## config.mk

```make
export PLATFORM = sky130hd
export DESIGN_NAME = buffer_reader
export DESIGN_NICKNAME = d
export VERILOG_FILES = /design/src/rtl/buffer_reader_pkg.sv /design/src/rtl/reader_out_stage.sv /design/src/rtl/buffer_reader.sv
export SDC_FILE = /design/constraint.sdc
export NUM_CORES = 1
export LEC_CHECK = 0
export ABC_AREA = 1
export ABC_CLOCK_PERIOD_IN_PS = 1950
export BUFFER_PORTS_ARGS = -buffer_cell sky130_fd_sc_hd__buf_2
export CAP_MARGIN = 20
export CORE_AREA = 5 5 100 102
export CTS_CLUSTER_DIAMETER = 30
export DETAILED_ROUTE_END_ITERATION = 7
export DIE_AREA = 0 0 105 107
export PLACE_DENSITY = 0.77
export SLEW_MARGIN = 20
export SYNTH_ARGS = -nofsm -noshare
export SYNTH_HDL_FRONTEND = slang
export SYNTH_HIERARCHICAL = 1
export SYNTH_SLANG_ARGS = --single-unit
```

## constraint.sdc

```tcl
create_clock -name clk -period 1.95 [get_ports clk]
set_clock_uncertainty 0.1 [all_clocks]
set_input_delay 0.195 -clock clk [delete_from_list [all_inputs] [get_ports clk]]
set_output_delay 0.195 -clock clk [all_outputs]
set_load 0.05 [all_outputs]
```

## src/rtl/buffer_reader_pkg.sv

```systemverilog
// Shared definitions for the GEMM operand FIFO reader: FSM states and the
// default tile length that the FIFO writer and reader must agree on.
package buffer_reader_pkg;

    typedef enum logic [1:0] {
        IDLE  = 2'd0,
        RUN   = 2'd1,
        FLUSH = 2'd2,
        DONE  = 2'd3
    } reader_state_e;

    localparam int TILE_LEN_DEFAULT = 8;

endpackage

```

## src/rtl/reader_out_stage.sv

```systemverilog
// Output register for the reader: data, last, tile index and valid.
// Latency: one cycle from load to valid output.
// Backpressure: holds every field while out_valid && !out_ready; a load replaces the element in the same edge as an accept.
module reader_out_stage #(
    parameter int DWIDTH = 16,
    parameter int CNT_W  = 16
) (
    input  logic              clk,
    input  logic              rst,
    input  logic              load,
    input  logic [DWIDTH-1:0] load_data,
    input  logic              load_last,
    input  logic [CNT_W-1:0]  load_tile,
    input  logic              out_ready,
    output logic [DWIDTH-1:0] out_data,
    output logic              out_valid,
    output logic              out_last,
    output logic [CNT_W-1:0]  tile_idx
);

    always_ff @(posedge clk or posedge rst) begin
        if (rst) begin
            out_data  <= '0;
            out_valid <= 1'b0;
            out_last  <= 1'b0;
            tile_idx  <= '0;
        end else if (load) begin
            out_data  <= load_data;
            out_valid <= 1'b1;
            out_last  <= load_last;
            tile_idx  <= load_tile;
        end else if (out_valid && out_ready) begin
            // Payload fields keep their last value; only valid drops.
            out_valid <= 1'b0;
        end
    end

endmodule

```

## src/rtl/buffer_reader.sv

```systemverilog
// Pops a show-ahead operand FIFO and streams num_tiles*TILE_LEN elements, framed per tile.
// Latency: start -> first pop 1 cycle -> out_valid 2 cycles; one element/cycle sustained.
// Backpressure: no pop while out_valid && !out_ready. Optional BUFFER_READER_STALL_CNT_EN adds stall_cnt.
module buffer_reader
    import buffer_reader_pkg::*;
#(
    parameter int DWIDTH   = 16,
    parameter int TILE_LEN = TILE_LEN_DEFAULT,
    parameter int CNT_W    = 16
) (
    input  logic              clk,
    input  logic              rst,
    input  logic              start,
    input  logic [CNT_W-1:0]  num_tiles,
    output logic              busy,
    output logic              done,
`ifdef BUFFER_READER_STALL_CNT_EN
    output logic [31:0]       stall_cnt,
`endif
    input  logic              fifo_empty,
    input  logic [DWIDTH-1:0] fifo_dout,
    output logic              fifo_rd_en,
    output logic [DWIDTH-1:0] out_data,
    output logic              out_valid,
    input  logic              out_ready,
    output logic              out_last,
    output logic [CNT_W-1:0]  tile_idx
);

    localparam int EW = (TILE_LEN > 1) ? $clog2(TILE_LEN) : 1;
    localparam logic [EW-1:0] ELEM_LAST = EW'(TILE_LEN - 1);

    reader_state_e    state, state_nxt;
    logic [CNT_W-1:0] num_q;
    logic [CNT_W-1:0] tile_cnt;
    logic [EW-1:0]    elem_cnt;
    logic             start_acc;
    logic             pop;
    logic             elem_wrap;
    logic             final_pop;

    assign start_acc  = (state == IDLE) && start;
    assign pop        = (state == RUN) && !fifo_empty && (!out_valid || out_ready);
    assign elem_wrap  = (elem_cnt == ELEM_LAST);
    assign final_pop  = pop && elem_wrap && (tile_cnt == (num_q - CNT_W'(1)));
    assign fifo_rd_en = pop;
    assign busy       = (state != IDLE);
    assign done       = (state == DONE);

    always_ff @(posedge clk or posedge rst) begin
        if (rst) begin
            state <= IDLE;
        end else begin
            state <= state_nxt;
        end
    end

    always_comb begin
        state_nxt = state;
        case (state)
            IDLE:  if (start) state_nxt = (num_tiles == '0) ? DONE : RUN;
            RUN:   if (final_pop) state_nxt = FLUSH;
            FLUSH: if (out_valid && out_ready) state_nxt = DONE;
            DONE:  state_nxt = IDLE;
            default: state_nxt = IDLE;
        endcase
    end

    always_ff @(posedge clk or posedge rst) begin
        if (rst) begin
            num_q    <= '0;
            tile_cnt <= '0;
            elem_cnt <= '0;
        end else if (start_acc) begin
            num_q    <= num_tiles;
            tile_cnt <= '0;
            elem_cnt <= '0;
        end else if (pop) begin
            if (elem_wrap) begin
                elem_cnt <= '0;
                tile_cnt <= tile_cnt + CNT_W'(1);
            end else begin
                elem_cnt <= elem_cnt + EW'(1);
            end
        end
    end

    reader_out_stage #(
        .DWIDTH (DWIDTH),
        .CNT_W  (CNT_W)
    ) u_out_stage (
        .clk       (clk),
        .rst       (rst),
        .load      (pop),
        .load_data (fifo_dout),
        .load_last (elem_wrap),
        .load_tile (tile_cnt),
        .out_ready (out_ready),
        .out_data  (out_data),
        .out_valid (out_valid),
        .out_last  (out_last),
        .tile_idx  (tile_idx)
    );

`ifdef BUFFER_READER_STALL_CNT_EN
    // Starved: the output slot could take an element but the FIFO has none.
    logic starve;
    assign starve = (state == RUN) && fifo_empty && (!out_valid || out_ready);

    always_ff @(posedge clk or posedge rst) begin
        if (rst) begin
            stall_cnt <= '0;
        end else if (start_acc) begin
            stall_cnt <= '0;
        end else if (starve && (stall_cnt != '1)) begin
            stall_cnt <= stall_cnt + 32'd1;
        end
    end
`endif

endmodule

```

==> run summary <==
The flow ran to the end, and the final reports show no timing, DRC or antenna violations. The run gives 0.6849 as the worst-case headroom to the max-slew limit. The multi-input combinational cells in the finished layout cover a total of 1873 um2. The via total after detailed routing is 3642, and the net count of the finished layout is 686. The run gives 3 as the deepest level of the CTS H-tree. In this design, the largest share of critical-path delay is due to simple AND/OR/NAND/NOR gates.

STA classifies the critical path startpoint as a flip-flop. The total power after layout is 6.603 mW. TritonCTS built the clock tree. The total number of yosys warnings is 6, and the required time at the worst-slack endpoint is 2.08 ns. The sum of buffers and inverters on the critical path was 2. Static timing analysis puts the maximum clock frequency at 516.9 MHz. The post-detailed-placement half-perimeter wirelength is 6.645 mm, and the signed area change from the synthesized netlist to the final layout is 35.02%. The share of Yosys cell area claimed by the top area cell type works out to 0.4648. After detailed placement, the design holds a cell count of 691. Power spread over the standard cell area amounts to 1279 nW/um2. The post-detailed-route wirelength per cell was 12.74 um.

The max-slew violation count was 0. The die covers 11240 um2. The logs give 9021 um2 for the area inside the core boundary and 0 for the number of antenna repair diodes.

The worst min-delay path class was in -> reg. The number of input and output port buffers inserted is 73. Leaving out fill and tap cells, the most frequent cells in the layout are 215 x sky130_fd_sc_hd__nand2_1, 72 x sky130_fd_sc_hd__buf_2, 70 x sky130_fd_sc_hd__dfrtp_1. The tools report the final routed wirelength across all metal layers as 9.630 mm.

Portion of the post-synthesis area used by sequential elements: 0.4648. In the final timing run, aggregate negative setup slack is 0 ns. The category of the critical setup timing path is reg -> reg. After clock tree synthesis, the clock-pin slew on the worst setup and hold paths is 0.07 ns.

The effective utilization at floorplan was 0.4237; the largest stage delay on the critical path was 0.39 ns. After layout, the worst setup slack is 0.01522 ns. The count of nets left with antenna violations once routing finished came out at 0. Walking the worst path, the cells encountered are inv_2 > ha_4 > inv_2 > nor2_4 > nand3_4 > nor2_4 > nand2_2 > nor3_4 > nand4_4 > o31ai_1 > nor2_1. After synthesis the netlist holds a flip-flop and latch count of 71. The net count of the mapped netlist was 550; the global-route wire length before repair was 16.13 mm. The logs give 0 for the number of antenna violations at the first check in global routing and 74 for the number of placed I/O pins. The fraction of final layout cells with drive strength greater than 1 was 0.2667; the number of global-route vias before repair was 3513. Counting along the longest clock path gives a buffer depth of 2.

Kind of capture point of the worst setup path: a flip-flop. The all-layer global routing usage was 0.1734. The die extent in y came out at 107 um. Entering global routing, the biggest net connects 38 pins. Buffers inserted during clock tree synthesis total 9. Summing all flip-flop and latch instances after layout gives 1778 um2.

The count of cell types in the netlist is 32, and the worst-margin pin slew is 0.4727 ns. The run gives 504 as the post-synthesis instance total. At the later pin of the worst-skew pair, clock insertion delay measures 0.35 ns. Global routing finished with a remaining overflow of 0.

A synthesized cell averages 7.584 um2. The analysis attributes to cell leakage a power of 2.772 nW. The minimum clock period after layout was 1.935 ns; the filler-free cell count of the finished design was 756. The tools report the number of maximum-capacitance violations as 0. The peak supply drop is 552.6 uV, and the arrival time reported for the critical path endpoint is 2.07 ns. The post-route clock period utilization came out at 0.9922.

Setup violations remaining at the end of the flow were counted as 0. In the routed layout, each cell is associated on average with a via count of 4.817. The floorplan has 35 rows.

Ranked by total cell area, the synthesized netlist is headed by sky130_fd_sc_hd__dfrtp_1 46%, sky130_fd_sc_hd__nand2_1 21%, sky130_fd_sc_hd__inv_1 4.9%. Cell area after synthesis: 3822 um2. The detailed router finished its first iteration with 185 violations. The die span in x was 105 um. The number of endpoints with negative hold slack in the final report is 0, and the largest fanout of any net on the critical path is 6.

The number of remaining DRC errors is 0, and the weighted congestion at the end of routability-driven global placement is 0.8305. The tools report the count of TritonRoute iterations in the first routing pass as 5. The most frequent standard cell in the layout excluding fill and tap cells was sky130_fd_sc_hd__nand2_1. The tools report the clock sink count as 71. The number of fillers in the final layout is 804. For the placement-stage worst setup slack, the log shows -0.1160 ns. The largest individual stage delay along the critical path comes from the cell sky130_fd_sc_hd__dfrtp_1. Setup repair after global routing could not meet its margin everywhere.

The root buffer cell chosen for the clock tree is sky130_fd_sc_hd__clkbuf_8. The synthesized design spends more area on one cell type than any other, namely sky130_fd_sc_hd__dfrtp_1.
## where the power goes
part,internal (mW),switching [mW]
sequential,1.84,0.295
clock,0.761,0.581
combinational,1.04,2.09
total,3.64,2.97
## per-stage QoR
stage,hold WS (ns),area (um2),util
3_5_place_dp,0.02283,4350,0.4822
3_3_place_gp,0.01761,4350,0.4822
6_report,0.1515,5161,0.5721
4_1_cts,0.1452,5026,0.5571
2_1_floorplan,0.2046,3827,-
5_1_grt,0.1813,5161,0.5721
## routing by layer
| metal | share of wire | wire length [um] | global-route usage | vias up |
|---|---|---|---|---|
| met5 | 0 | 0 | 0 | - |
| met4 | 0.019 | 182 | 0.07032 | 0 |
| met3 | 0.066 | 634 | 0.03853 | 16 |
| met2 | 0.48 | 4618 | 0.2873 | 128 |
| met1 | 0.44 | 4195 | 0.2195 | 1664 |
| li1 | - | - | - | 1834 |
## final timing paths
check	start	endpoint	slack (ns)	cells past startpoint
worst max-delay path	state[1]$_DFFE_PP0P_	tile_cnt[13]$_DFFE_PP0P_	0.02	11
worst min-delay path	start	state[1]$_DFFE_PP0P_	0.15	5
worst max register to register	state[1]$_DFFE_PP0P_	tile_cnt[13]$_DFFE_PP0P_	0.02	11
worst min register to register	u_out_stage/tile_idx[6]$_DFFE_PP0P_	u_out_stage/tile_idx[6]$_DFFE_PP0P_	0.37	2
max in group asynchronous	rst	u_out_stage/tile_idx[7]$_DFFE_PP0P_	0.94	4
min in group asynchronous	rst	u_out_stage/tile_idx[12]$_DFFE_PP0P_	0.19	3
## logic make-up (layout without fill, tap and decap cells)
group	Yosys count	count (layout)	synth area share
xor gates and xnor gates	13	13	0.02979
and+or+nand+nor	315	315	0.3548
AOI/OAI and AO/OA	32	32	0.04354
buffers and inverters	64	205	0.07757
DFF	71	71	0.4648
adders and majority gates	9	9	0.02946
## registers in the layout (all words and copies together), names as in the netlist
register / flops
num_q: 16
tile_cnt: 16
u_out_stage/tile_idx: 16
u_out_stage/out_valid: 1
u_out_stage/out_data: 16
u_out_stage/out_last: 1
elem_cnt: 3
state: 2
## cells in the mapped netlist
library cell               count
sky130_fd_sc_hd__o21ai_2       1
sky130_fd_sc_hd__clkbuf_1      4
sky130_fd_sc_hd__o31ai_1       1
sky130_fd_sc_hd__or2_2         1
sky130_fd_sc_hd__nor3_1        7
sky130_fd_sc_hd__nor4_1        5
sky130_fd_sc_hd__nor3_4        1
sky130_fd_sc_hd__inv_8         1
sky130_fd_sc_hd__nand4_1       3
sky130_fd_sc_hd__nand2_1     217
sky130_fd_sc_hd__buf_8         1
sky130_fd_sc_hd__buf_4         4
sky130_fd_sc_hd__inv_2         1
sky130_fd_sc_hd__ha_1          9
sky130_fd_sc_hd__o21ai_1       1
sky130_fd_sc_hd__nor2_2        1
sky130_fd_sc_hd__nand3b_1      3
sky130_fd_sc_hd__nor2_4        3
sky130_fd_sc_hd__buf_6         3
sky130_fd_sc_hd__xor2_1        7
sky130_fd_sc_hd__nand2_2      13
sky130_fd_sc_hd__nor3_2        1
sky130_fd_sc_hd__o21ai_0      18
sky130_fd_sc_hd__nor2_1       38
sky130_fd_sc_hd__inv_1        50
sky130_fd_sc_hd__nand4_2       1
sky130_fd_sc_hd__nand3_1      19
sky130_fd_sc_hd__dfrtp_1      71
sky130_fd_sc_hd__nor3b_2       1
sky130_fd_sc_hd__a21oi_1      11
sky130_fd_sc_hd__xnor2_1       6
sky130_fd_sc_hd__nand3_4       1
## worst min-delay path, stage by stage
cell and delay (ns):
sky130_fd_sc_hd__buf_2 0.09, sky130_fd_sc_hd__o21ai_0 0.06, sky130_fd_sc_hd__inv_1 0.09, sky130_fd_sc_hd__nand3_1 0.07, sky130_fd_sc_hd__nand2_1 0.06
## final cells by class
cell class | count | share of cell area
multi-input cells | 369 | 0.3629
flip-flops and latches | 71 | 0.3445
repair buffers | 137 | 0.1808
inverters | 52 | 0.04000
well taps | 111 | 0.02691
clock buffers | 10 | 0.02667
clock inverters | 6 | 0.01818
## what timing repair did
| action | in CTS | in global routing |
|---|---|---|
| resized for setup | 19 | 15 |
| buffers inserted | 5 | 10 |
| endpoints found under the hold margin | 75 | 0 |
| pin swaps | 6 | 17 |
| hold buffers | 34 | 0 |
| setup endpoints to repair | 7 | 11 |
No activity file was read; power rests on OpenSTA's default activity.
